<file path="config.mk">
export PLATFORM = sky130hd
export DESIGN_NAME = alu_control
export DESIGN_NICKNAME = d
export VERILOG_FILES = /design/src/rtl/alu_control.sv
export SDC_FILE = /design/constraint.sdc
export NUM_CORES = 1
export LEC_CHECK = 0
export CORE_AREA = 10 10 47 49
export CTS_BUF_LIST = sky130_fd_sc_hd__clkbuf_8
export DETAILED_ROUTE_END_ITERATION = 16
export DIE_AREA = 0 0 57 59
export GPL_ROUTABILITY_DRIVEN = 1
export HOLD_SLACK_MARGIN = 0.02
export SKIP_LAST_GASP = 1
export SYNTH_ARGS = -nofsm -noshare
export SYNTH_HDL_FRONTEND = slang
export SYNTH_SLANG_ARGS = --single-unit
</file>
<file path="constraint.sdc">
create_clock -name clk -period 1.47 [get_ports clk]
set_input_delay 0.441 -clock clk [delete_from_list [all_inputs] [get_ports clk]]
set_output_delay 0.441 -clock clk [all_outputs]
set_load 0.005 [all_outputs]
</file>
<file path="src/rtl/alu_control.sv">
// RV32I ALU control decoder: turns the main-decoder operation class plus funct7/funct3
// into a registered 4-bit ALU operation select.
module alu_control (
  input  logic       clk,
  input  logic       rst,
  input  logic [1:0] ALUOp_in,
  input  logic [6:0] func7,
  input  logic [2:0] func3,
  output logic [3:0] AluControl_out
);

  localparam logic [3:0] OP_AND  = 4'b0000;
  localparam logic [3:0] OP_OR   = 4'b0001;
  localparam logic [3:0] OP_ADD  = 4'b0010;
  localparam logic [3:0] OP_XOR  = 4'b0011;
  localparam logic [3:0] OP_SLL  = 4'b0100;
  localparam logic [3:0] OP_SRL  = 4'b0101;
  localparam logic [3:0] OP_SUB  = 4'b0110;
  localparam logic [3:0] OP_SRA  = 4'b0111;
  localparam logic [3:0] OP_SLT  = 4'b1000;
  localparam logic [3:0] OP_SLTU = 4'b1001;

  localparam logic [6:0] F7_BASE = 7'b0000000;
  localparam logic [6:0] F7_ALT  = 7'b0100000;

  // Anything outside the base/alternate funct7 encodings (e.g. M-extension) falls back to ADD.
  function automatic logic [3:0] decode_rtype(input logic [6:0] f7, input logic [2:0] f3);
    logic [3:0] sel;
    sel = OP_ADD;
    case (f7)
      F7_BASE: begin
        case (f3)
          3'b000:  sel = OP_ADD;
          3'b001:  sel = OP_SLL;
          3'b010:  sel = OP_SLT;
          3'b011:  sel = OP_SLTU;
          3'b100:  sel = OP_XOR;
          3'b101:  sel = OP_SRL;
          3'b110:  sel = OP_OR;
          3'b111:  sel = OP_AND;
          default: sel = OP_ADD;
        endcase
      end
      F7_ALT: begin
        case (f3)
          3'b000:  sel = OP_SUB;
          3'b101:  sel = OP_SRA;
          default: sel = OP_ADD;
        endcase
      end
      default: sel = OP_ADD;
    endcase
    return sel;
  endfunction

  logic [3:0] decode_s;
  logic [3:0] sel_r;

  // Combinational operation-class decode; unknown or reserved classes select ADD.
  always_comb begin
    decode_s = OP_ADD;
    case (ALUOp_in)
      2'b00:   decode_s = OP_ADD;
      2'b01:   decode_s = OP_SUB;
      2'b10:   decode_s = decode_rtype(func7, func3);
      default: decode_s = OP_ADD;
    endcase
  end

  // Output register, reloaded every cycle; reset takes priority and forces ADD.
  always_ff @(posedge clk) begin
    if (rst) begin
      sel_r <= OP_ADD;
    end else begin
      sel_r <= decode_s;
    end
  end

  assign AluControl_out = sel_r;

endmodule

</file>
== Word-level counts from Yosys, hierarchy flattened ==
Memory sizes are Yosys's and may differ from the RTL's.
Index checks and enable logic that the tools add are counted.

* Muxes and demuxes: 3
* Add/sub/neg operators: 0
* Bitwise logic cells: 0
* Shift operators: 0
* Order comparisons: 0
* $mul: 0
* Eq/ne operators: 4
* Divide/modulo/power cells: 0
* Reduce and logical (&&, ||, !) cells: 2

{| class="wikitable"
|+ Operators by type and width
! cell !! count
|-
| $pmux 4 s2 || 2
|-
| $eq 7x6->1 const B || 1
|-
| $logic_not 7->1 || 1
|-
| $pmux 3 s2 || 1
|-
| $eq 3x3->1 const B || 1
|-
| $logic_not 3->1 || 1
|-
| $eq 2x1->1 const B || 1
|-
| $eq 2x2->1 const B || 1
|}

* RAM bits: 0
* Bits of input ports: 14
* Memories: 1
* Bits in read-only memories: 32
* Logic and storage cells: 11
* Output and inout port bits: 4
* Register bits: 4
* Bits in latches: 0

{| class="wikitable"
|+ Memories
! name !! words !! bits a word !! read ports !! clocked after memory_dff !! write ports !! line !! RTL
|-
| (name not given) || 8 || 4 || 1 || 0 || 0 || 32 || <nowiki>case (f3)</nowiki>
|}

== Depth between registers and ports, before layout ==
Gate-level depths: netlist of the first run.

* Word-level depth: 4
* Gate-level depth with buffers: 5
* Mapped depth without buffers: 5

== Worst setup path after synthesis of the first run ==
OpenSTA, ideal clock, no wires.

* Path kind: input to register
* Start point: input func7[1]
* End point: register sel_r[1] (netlist: AluControl_out[1])
* Data arrival time: 1.220 ns
* Setup time: 0.124 ns
* Slack: 0.126 ns
* Data required time: 1.346 ns
* Path buffers: 0
* Stages on the path: 3
* Path through: nor4_4 -> o2111ai_1 -> a2111o_1

* Word-level cells in the longest chain between the ends: 3
* Elaborated cells between the ends (all ways): 4
* Those cells by class: eq/ne: 1; mux: 2; reduce/logical: 1

{| class="wikitable"
|+ RTL lines
! element !! line !! RTL
|-
| from (decl) || 7 || <nowiki>input logic [6:0] func7,</nowiki>
|-
| $eq 7x6->1 or $logic_not 7->1 (tied branches) || 30 || <nowiki>case (f7)</nowiki>
|-
| $pmux 4 s2 (*) || 30 ||
|-
| $pmux 4 s2 (*) || 62 || <nowiki>case (ALUOp_in)</nowiki>
|-
| to (signal assigned) || 75 || <nowiki>sel_r <= decode_s;</nowiki>
|-
| to (decl) || 57 || <nowiki>logic [3:0] sel_r;</nowiki>
|}

Mark *: on every way between the ends. The rest lies on a longest branch, timed or not.
A chain may end at the register's enable or synchronous reset.

== Final worst setup path of the first run ==
* Start point: input func7[2]
* End point: register sel_r[1] (netlist: AluControl_out[1])

Same word-level chain as after synthesis.

==> results of run 1 <==
[how the worst min path moves through the flow]
stage	start	to	slack [ns]	cells past startpoint
6_report	func7[1]	AluControl_out[2]$_SDFF_PP0_	0.64	4
5_1_grt	func7[1]	AluControl_out[2]$_SDFF_PP0_	0.67	4
4_1_cts	ALUOp_in[1]	AluControl_out[1]$_SDFF_PP1_	0.74	3
3_5_place_dp	rst	AluControl_out[1]$_SDFF_PP1_	1.05	2
3_3_place_gp	rst	AluControl_out[1]$_SDFF_PP1_	1.05	2
2_1_floorplan	rst	AluControl_out[1]$_SDFF_PP1_	0.53	1
[layout make-up]
| cell class | count | share of cell area, % |
|---|---|---|
| inverters | 3 | 2.15 |
| well taps | 16 | 3.83 |
| clock buffers | 3 | 7.89 |
| flip-flops and latches | 4 | 15.3 |
| multi-input cells | 19 | 28.5 |
| repair buffers | 23 | 42.3 |
[cell usage after synthesis]
cell type  number  area, um^2
a2111o_1        1        11.3
a21oi_1         1        5.00
dfxtp_1         4        80.1
ha_1            2        25.0
inv_1           3        11.3
nand2_1         2        7.51
nand4_1         1        6.26
nor2_1          3        11.3
nor2b_1         3        18.8
nor3b_1         1        7.51
nor4_4          1        21.3
o2111ai_1       1        8.76
o21ai_0         1        5.00
o31ai_1         1        7.51
xnor2_1         1        8.76
[placed cells by master (no fill, tap or decap), types with 2 or more instances in the layout]
| cell | Yosys | routed |
|---|---|---|
| inv_1 | 3 | 3 |
| clkdlybuf4s50_1 | 0 | 7 |
| clkbuf_8 | 0 | 3 |
| nand2_1 | 2 | 2 |
| dfxtp_1 | 4 | 4 |
| buf_4 | 0 | 6 |
| dlygate4sd2_1 | 0 | 5 |
| nor2b_1 | 3 | 3 |
| ha_1 | 2 | 2 |
| dlymetal6s2s_1 | 0 | 5 |
| nor2_1 | 3 | 3 |
[power by group]
group	total, mW	switching (mW)	internal (mW)
clock	0.226	0.0523	0.174
combinational	0.0764	0.0259	0.0505
sequential	0.113	0.000436	0.112
[worst max-delay path: cells and delay by family]
kind,cells,cell delay [ns]
buffers and inverters,1,0.25
AOI/OAI and AO/OA,2,0.53
and+or+nand+nor,1,0.29
[repair_timing]
item,4_1_cts,5_1_grt
buffers inserted,1,0
endpoints found under the setup margin,4,6
pin swaps,7,2
resized for setup,5,6
hold buffers,0,0
hold endpoints to repair,0,0
[stage by stage]
step / worst slack, ns / hold slack (ns) / util [%] / instance area (um^2) / power [mW]
floorplan: 0.126 / 0.533 / - / 235 / 0.134
global placement: -0.416 / 1.05 / 33.0 / 463 / 0.194
detailed placement: -0.427 / 1.05 / 33.0 / 463 / 0.194
CTS: -0.0442 / 0.737 / 36.1 / 505 / 0.424
global route: -0.0118 / 0.669 / 37.3 / 523 / 0.449
finish: 0.0427 / 0.637 / 37.3 / 523 / 0.415
[metal layers]
metal / global-route usage [%] / vias to the layer above / part of all wire [%]
li1: - / 145 / -
met4: 5.03 / 0 / 0
met1: 4.16 / 118 / 34
met2: 6.67 / 12 / 49
met5: 0 / - / 0
met3: 4.29 / 0 / 17
[logic make-up (layout without fill, tap and decap cells)]
kind of cell	after synthesis	after routing
flops	4	4
compound gates	5	5
xor+xnor	1	1
simple gates	11	11
fa+ha+maj	2	2
buf+inv	3	29
==> metrics.cfg, run 1 <==
[place]
gp_congestion = 0.702
io_buffers = 17
dp_hpwl_um = 582
placedCellCount = 64

[timing]
slew_violations = 0
setup_viol_count_final = 0
period_needed_ns = 1.43
worstMarginPinSlew_ns = 0.219
finalCritPeriodShare_pct = 97.1
hold_viol = 0
tns_ns = 0
slew_headroom_pct = 85.3
max_freq_mhz = 701
grt_setup_unrepaired = true

[pwr]
p_per_area_mw_per_mm2 = 794
leakage_nw = 0.280
ir_drop_v = 0.000226

[min_path]
min_path_type = input pin to register

[grt]
grt_max_degree = 5
grt-ovfl-total = 0
track_usage_pct = 4.89
antenna_found_initial = 0
grt_pass1_vias = 322
grt_pass1_wl_um = 1250

[clocking]
ctsLongestPathBuffers = 2
cts_tree = built
clockRootBuffer = clkbuf_8
cts.sinks = 4
numCtsBuffers = 3
clk_pin_slew_ns = 0.03
htreeDepth = 1

[floorplan]
start_util_pct = 16.8
std_cell_rows = 14
dieArea_mm2 = 0.00336
die_h_um = 59
die_w_um = 57
ioPinCount = 18
core-area_mm2 = 0.00140

[final_layout]
multiInputGateArea_um2 = 149
drive_gt1_share_pct = 21.2
nNetsFinal = 70
antennaDiodeCount = 0
num-fill-cells = 152
largest_reg_flops = 4
register_area_um2 = 80.1
finalNonFillerCells = 68
area_delta_synth_final_pct = 122

[synth]
synth_xor_area_share_pct = 3.72
syn-instance-count = 26
syn_nets = 42
ys_warn_count = 0
ys_seq_area_share_pct = 34.0
synthMuxAreaShare_pct = 0
synth.cell_area_um2 = 235
synth_top_family_by_area = simple AND/OR/NAND/NOR gates
synth_cell_types = 15
synth-adder-area-share_pct = 10.6
synth_compound_area_share_pct = 16.0
syn_area_per_cell_um2 = 9.05
ys_seq_elements = 4
synthSimpleGateAreaFrac_pct = 30.9

[detailed_routing]
vias_per_cell = 4.04
drtIter0Drc = 1
vias = 275
ant_nets = 0
wl_um = 646
first_pass_iters = 2
drc = 0
detail_route.wl_per_cell_um = 9.50

[job]
cap_violations = 0

[setup_path]
worst_path_largest_cell_delay_ns = 0.38
end_kind = register
cp_max_fo = 2
crit_path_top_delay_cell = a2111o_1
critPathLaunchType = input pin
worstPathArrival_ns = 1.52
critPathLaunch = func7[2]
worstSetupPathType = input pin to register
critPathRequiredTime_ns = 1.56
crit_end = AluControl_out[1]$_SDFF_PP1_
path_cells = dlygate4sd2_1, nor4_4, o2111ai_1, a2111o_1

[run_status]
status = finished, final reports clean

Power figures use the tool's default switching activity.
==> run 2, diff against run 1 <==
Settings changed: CAP_MARGIN from default to 20.
==> results of run 2 <==
No change in the layout: final DEF, timing and power equal those of run 1.
==> run 3, diff against run 2 <==
Settings changed: PLACE_DENSITY from default to 0.5.
==> metrics.cfg, run 3 (synthesized netlist as in run 1, its figures left out) <==
[run_status]
status = finished, final reports clean

[grt]
grt-ovfl-total = 0
antenna_found_initial = 0
track_usage_pct = 4.41
grt_pass1_wl_um = 1080
grt_max_degree = 5
grt_pass1_vias = 286

[floorplan]
std_cell_rows = 14
core-area_mm2 = 0.00140
start_util_pct = 16.8
die_h_um = 59
dieArea_mm2 = 0.00336
die_w_um = 57
ioPinCount = 18

[pwr]
p_per_area_mw_per_mm2 = 778
cell_internal_pwr_mw = 0.341
ir_drop_v = 0.000240
seq_power_share_pct = 26.6
swShare_pct = 19.3
comb_power_share_pct = 19.9
clkPwrFrac_pct = 53.5
leakage_nw = 0.265
netSwitchingPower_mw = 0.0817

[final_layout]
drive_gt1_share_pct = 28.3
area_delta_synth_final_pct = 131
layout_common_cells = clkdlybuf4s50_1, buf_4, dlygate4sd2_1
layout_commonest_cell = clkdlybuf4s50_1
nNetsFinal = 71
num-fill-cells = 149
finalNonFillerCells = 69
antennaDiodeCount = 0
largest_reg_flops = 4
fin_area_um2 = 543

[timing]
slew_headroom_pct = 85.9
hold_viol = 0
worstMarginPinSlew_ns = 0.211
grt_setup_unrepaired = false
finalCritPeriodShare_pct = 98.0
max_freq_mhz = 694
period_needed_ns = 1.44
slew_violations = 0
setup_viol_count_final = 0

[setup_path]
worst_path_largest_cell_delay_ns = 0.49
cp_max_fo = 1
critPathRequiredTime_ns = 1.03
worstPathArrival_ns = 1.00
path_cells = clkdlybuf4s50_1
path_buf_inv = 1
critPathLaunchType = register
crit_path_top_delay_cell = clkdlybuf4s50_1
end_kind = output pin
worstSetupPathType = register to output pin
crit_family = buffers and inverters

[clocking]
cts_tree = built
clk_pin_slew_ns = 0.03
numCtsBuffers = 3
htreeDepth = 1
cts_hold_buf = 0
cts.sinks = 4
ctsLongestPathBuffers = 2
clockRootBuffer = clkbuf_8

[place]
dpl_cell_area_um2 = 463
gp_congestion = 0.657
placedCellCount = 64
io_buffers = 17
dp_hpwl_um = 576

[detailed_routing]
detail_route.wl_per_cell_um = 10.4
vias = 282
first_pass_iters = 1
drtIter0Drc = 0
drc = 0
ant_nets = 0
vias_per_cell = 4.09
wl_um = 716

[job]
cap_violations = 0

[min_path]
min_path_type = input pin to register

[run 3: what timing repair did]
item	in CTS	in global routing
endpoints found under the setup margin	4	6
pin swaps	6	2
gates cloned	0	0
gates resized for setup	8	5
setup buffers	2	0
[run 3: layer usage]
metal | global-route usage (%) | vias up | share of wire (%)
met2 | 4.81 | 18 | 39
met4 | 6.04 | 0 | 3.4
met5 | 0 | - | 0
met3 | 4.51 | 2 | 17
li1 | - | 146 | -
met1 | 3.80 | 116 | 40
[run 3: area by class of cell]
type / count / area [um^2] / share of cell area, %
Clock buffer: 3 / 41.3 / 7.60
Inverter: 3 / 11.3 / 2.07
Multi-Input combinational cell: 19 / 164 / 30.2
Sequential cell: 4 / 80.1 / 14.7
Tap cell: 16 / 20.0 / 3.69
Timing Repair Buffer: 24 / 226 / 41.7
[run 3: worst paths after layout]
kind                                startpoint                            to  slack [ns]  depth (start not counted)
setup / recovery  AluControl_out[0]$_SDFF_PP0_             AluControl_out[0]        0.03                          1
hold / removal                        func7[1]  AluControl_out[1]$_SDFF_PP1_        0.65                          4
[run 3: power groups by stage]
stage          clock [mW]  combinational, mW  sequential, mW
4_1_cts             0.231             0.0845           0.113
2_1_floorplan           0             0.0196           0.115
3_5_place_dp            0             0.0796           0.114
6_report            0.226             0.0841           0.113
3_3_place_gp            0             0.0795           0.114
5_1_grt             0.236             0.0925           0.113
[run 3: per-stage QoR]
step           power [mW]  hold WS, ns  util, %  setup TNS (ns)  setup WS (ns)
2_1_floorplan       0.134        0.533        -               0          0.126
3_3_place_gp        0.194         1.05     33.0           -1.60         -0.433
3_5_place_dp        0.194         1.05     33.0           -1.55         -0.398
4_1_cts             0.428        0.771     37.7         -0.0180        -0.0180
5_1_grt             0.441        0.667     38.8               0        0.00330
6_report            0.423        0.652     38.8               0         0.0293
